**src/rtl/ram_param.sv**
```systemverilog
// ram_param: single-port synchronous RAM with a self-clearing start-up sequence.
// After reset the array is zeroed one word per cycle (busy high, requests
// ignored); afterwards one read and/or one write per cycle is serviced on the
// shared address, with registered read data and a one-cycle rvalid pulse.
// Optional build macro RAM_WR_BYPASS_EN: a same-cycle read and write returns
// the new write data (write-first) instead of the stored word (read-first).
module ram_param #(
  parameter int DATA_W = 8,
  parameter int ADDR_W = 8
) (
  input  logic              clk,
  input  logic              rst,
  input  logic              MemWrite,
  input  logic              MemRead,
  input  logic [ADDR_W-1:0] addr,
  input  logic [DATA_W-1:0] wdata,
  output logic [DATA_W-1:0] out,
  output logic              rvalid,
  output logic              busy
);

  localparam int DEPTH = 2 ** ADDR_W;

  typedef enum logic {
    CLEAR = 1'b0,
    IDLE  = 1'b1
  } state_t;

  state_t              state_q, state_d;
  logic [ADDR_W-1:0]   ptr_q, ptr_d;
  logic [DATA_W-1:0]   out_q, out_d;
  logic                rvalid_q, rvalid_d;

  logic                mem_we;
  logic [ADDR_W-1:0]   mem_waddr;
  logic [DATA_W-1:0]   mem_wdata;
  logic [DATA_W-1:0]   mem [DEPTH];

  // Next-state, clear-pointer, read-data and memory write-port selection.
  always_comb begin
    state_d   = state_q;
    ptr_d     = ptr_q;
    out_d     = out_q;
    rvalid_d  = 1'b0;
    mem_we    = 1'b0;
    mem_waddr = addr;
    mem_wdata = wdata;
    unique case (state_q)
      CLEAR: begin
        mem_we    = !rst;
        mem_waddr = ptr_q;
        mem_wdata = '0;
        // The pointer stops on the last word rather than wrapping.
        if (ptr_q == '1) begin
          state_d = IDLE;
        end else begin
          ptr_d = ptr_q + ADDR_W'(1);
        end
      end
      IDLE: begin
        mem_we = MemWrite && !rst;
        if (MemRead) begin
          rvalid_d = 1'b1;
`ifdef RAM_WR_BYPASS_EN
          out_d = MemWrite ? wdata : mem[addr];
`else
          out_d = mem[addr];
`endif
        end
      end
      default: state_d = CLEAR;
    endcase
  end

  // Control and read-data registers with synchronous reset.
  always_ff @(posedge clk) begin
    if (rst) begin
      state_q  <= CLEAR;
      ptr_q    <= '0;
      out_q    <= '0;
      rvalid_q <= 1'b0;
    end else begin
      state_q  <= state_d;
      ptr_q    <= ptr_d;
      out_q    <= out_d;
      rvalid_q <= rvalid_d;
    end
  end

  // Storage array; only the clear sequence zeroes it, reset does not.
  always_ff @(posedge clk) begin
    if (mem_we) begin
      mem[mem_waddr] <= mem_wdata;
    end
  end

  assign out    = out_q;
  assign rvalid = rvalid_q;
  assign busy   = (state_q == CLEAR);

endmodule

```
**config.mk**
```make
export PLATFORM = sky130hd
export DESIGN_NAME = ram_param
export DESIGN_NICKNAME = d
export VERILOG_FILES = /design/src/rtl/ram_param.sv
export SDC_FILE = /design/constraint.sdc
export NUM_CORES = 2
export LEC_CHECK = 0
export ABC_AREA = 1
export CORE_ASPECT_RATIO = 0.7
export CORE_MARGIN = 3
export CORE_UTILIZATION = 50
export CTS_BUF_LIST = sky130_fd_sc_hd__clkbuf_16
export CTS_CLUSTER_DIAMETER = 80
export DETAILED_ROUTE_END_ITERATION = 8
export DONT_BUFFER_PORTS = 1
export SLEW_MARGIN = 5
export SYNTH_ARGS = -nofsm -noshare
export SYNTH_HDL_FRONTEND = slang
export SYNTH_SLANG_ARGS = --single-unit
```
**constraint.sdc**
```tcl
create_clock -name clk -period 8.2 [get_ports clk]
set_input_delay 1.64 -clock clk [delete_from_list [all_inputs] [get_ports clk]]
set_output_delay 1.64 -clock clk [all_outputs]
set_load 0.03 [all_outputs]
```
==> reports/qor.csv <==
metric,value,unit
antenna_left,0,
cts-hold-fix-buffers,0,
gp_congestion,0.851,
n_fill_cell,13900,
clk-insertion-delay-late,0.82,ns
grt_setup_unrepaired,no,
register_area,0.0619,mm2
slew_violations,0,
cts_htree_levels,4,
synth.yosys.warnings,0,
clk_pin_slew,0.06,ns
post-synth-top-area-cell,sky130_fd_sc_hd__edfxtp_1,
initial_core_util,50.5,%
drt_first_iter_violations,7273,
post_route_cells_drive_above_1_share,4.61,%
synth_compound_area_share,0.138,%
cellLeakagePower,32.5,nW
global_route.usage.total,26.3,%
hp-class,flop to flop,
post_synth_and_or_nand_nor_area_fraction,23.0,%
worst_slew_pin_slew,1.30,ns
yosysUniqueCellTypes,23,
place_hpwl,121,mm
cts_resized,0,
crit_required,8.93,ns
summed_negative_setup_slack_over_all_endpoints,0,ns
synth-seq-area-share,73.5,%
fmax,0.180,GHz
grt_start_max_net_pins,1026,
grt_pass1_wl,339,mm
criticalPathCategory,input port to flop,
fin_crit,5.55,ns
worstPathMaxFanout,261,
finalHoldViolCount,0,
synthTopCellsByArea,"sky130_fd_sc_hd__edfxtp_1, sky130_fd_sc_hd__nand3_1, sky130_fd_sc_hd__nand2_1, sky130_fd_sc_hd__buf_2, sky130_fd_sc_hd__nor2_1",
area_growth_syn_to_layout,8.33,%
fp-row-count,125,
skew,0.0248,ns
detailroute.wirelength.met3,23.5,mm
drtPass1Iterations,8,
post_synthesis_instance_area,0.0841,mm2
syn-num-nets,7154,
top_layer_used,met5,
wl_per_cell,24.7,um
nets,6912,
power,0.0211,W
drt_drc_violations_left,0,
placement.io_buffers,0,
yosys-mux-area-fraction,0,%
final-setup-viol-count,0,
multi_input_area,0.0195,mm2
core_area,0.167,mm2
status,"finished, final reports clean",
largest_family_of_logic_cells_by_synthesized_area,simple AND/OR/NAND/NOR gates,
dr_total_vias,54500,
cts_tree,built,
yosys.area.top_type_share,73.1,%
total_power_divided_by_cell_area,231,mW/mm2
post-cts-setup-buffers,0,
design.portCount,30,
floorplan.die.width,496,um
cts_sinks,2066,
max_slew_headroom,13.3,%
overflow,0,
grt_antenna_before_repair,6,
synthesis.instances,7133,
critical_path.startpoint_type,input port,
detail_route.wirelength.met1,102,mm
layout_worst_path_cycle_share,67.7,%
via_per_inst,5.88,
design.die.area,0.173,mm2
syn_area_per_cell,11.8,um2
met2RoutedLength,97.9,mm
detail_route.wirelength,229,mm
die_height,349,um
cp.arrival,6.28,ns
max-cap-violations,0,
insertedDiodeCount,0,
ys_ff_latch,2066,
clock_tree.root_cell,sky130_fd_sc_hd__clkbuf_16,
endpoint_kind,flop,
synthXorXnorAreaFrac,0,%
cts_buffer_depth,3,
synth_fa_ha_area_share,0.0149,%
grt_pass1_vias,50600,
power.ir.vdd_worst,0.000188,V
tritoncts.num_buffers,190,
cells in the final DEF (no fill, tap or decap), types with 9 or more instances in the layout:
cell / count
sky130_fd_sc_hd__clkinv_2: 30
sky130_fd_sc_hd__bufinv_16: 18
sky130_fd_sc_hd__o21ai_0: 9
sky130_fd_sc_hd__buf_4: 41
sky130_fd_sc_hd__nand3_1: 2029
sky130_fd_sc_hd__edfxtp_1: 2048
sky130_fd_sc_hd__nand2_1: 2142
sky130_fd_sc_hd__inv_1: 108
sky130_fd_sc_hd__buf_12: 9
sky130_fd_sc_hd__dfxtp_1: 18
sky130_fd_sc_hd__nor2_1: 309
sky130_fd_sc_hd__clkinv_1: 45
sky130_fd_sc_hd__inv_8: 9
sky130_fd_sc_hd__clkbuf_16: 195
cells in the mapped netlist, drive strengths merged:
| cell | number |
|---|---|
| nor2 | 309 |
| nor4 | 1 |
| a21oi | 7 |
| o21ai | 14 |
| nand2 | 2145 |
| dfxtp | 18 |
| buf | 409 |
| nand3 | 2029 |
| clkinv | 1 |
| ha | 1 |
| inv | 69 |
| o21bai | 1 |
| nor3 | 1 |
| clkbuf | 79 |
| edfxtp | 2048 |
| nand4 | 1 |
flip-flops by register name, indices dropped and copies added (netlist names):
register	cells
rvalid	1
state_q	1
mem	2048
out	8
ptr_q	8
worst max-delay path, stage by stage:
cell,delay [ns]
sky130_fd_sc_hd__buf_16,0.65
sky130_fd_sc_hd__buf_16,0.71
sky130_fd_sc_hd__inv_16,0.35
sky130_fd_sc_hd__buf_12,0.34
sky130_fd_sc_hd__nand2_1,0.25
sky130_fd_sc_hd__nand3_1,0.10
sky130_fd_sc_hd__nand3_1,0.12
sky130_fd_sc_hd__nand3_1,0.22
sky130_fd_sc_hd__nand3_1,0.19
sky130_fd_sc_hd__nand3_1,0.21
sky130_fd_sc_hd__nand3_1,0.18
sky130_fd_sc_hd__nand2_1,0.08
sky130_fd_sc_hd__nand2_1,0.26
sky130_fd_sc_hd__nand3_1,0.12
sky130_fd_sc_hd__nand2_1,0.09
sky130_fd_sc_hd__inv_1,0.04
final timing paths:
| kind | start | end | slack [ns] | cells past startpoint |
|---|---|---|---|---|
| max reg2reg | state_q | mem[248][4] | 4.50 | 7 |
| min reg2reg | ptr_q[6] | ptr_q[6] | 0.51 | 2 |
| min | ptr_q[6] | ptr_q[6] | 0.51 | 2 |
| max | addr[0] | out[3] | 2.65 | 16 |
layout make-up:
class | instances | area share [%]
repair buffers | 54 | 0.656
clock inverters | 155 | 1.26
clock buffers | 195 | 5.35
flip-flops and latches | 2066 | 67.9
inverters | 70 | 0.401
multi-input cells | 4509 | 21.4
well taps | 2222 | 3.05
per-stage QoR:
step           utilization (%)  std cells  area, um2  hold slack, ns  worst slack, ns
4_1_cts                   54.7       9267      91000           0.504             3.81
2_1_floorplan                -       7133      84100           0.452             2.99
6_report                  54.7       9271      91200           0.510             2.65
3_5_place_dp              51.0       8917      85000           0.495             2.92
3_3_place_gp              51.0       8917      85000           0.470             2.70
5_1_grt                   54.7       9271      91200           0.539             2.39
where the power goes:
part           leakage (nW)  internal [W]  total (W)  switching [W]
logic                  8.87      0.000248   0.000906       0.000659
clock network          3.18       0.00485    0.00872        0.00387
registers              20.5        0.0114     0.0114     0.00000317
total                  32.5        0.0165     0.0211        0.00453
cells by family (layout without fill, tap and decap cells):
logic type / Yosys count / in the layout
flops: 2066 / 2066
buf+inv: 558 / 474
fa+ha+maj: 1 / 1
simple gates: 4486 / 4486
compound gates: 22 / 22
metal layers:
layer	up-vias	track usage, %
met4	2	7.14
met3	333	5.69
li1	24800	-
met1	26800	41.0
met5	-	0
met2	2600	37.1
Note: power is estimated with default switching activity, not from simulation.
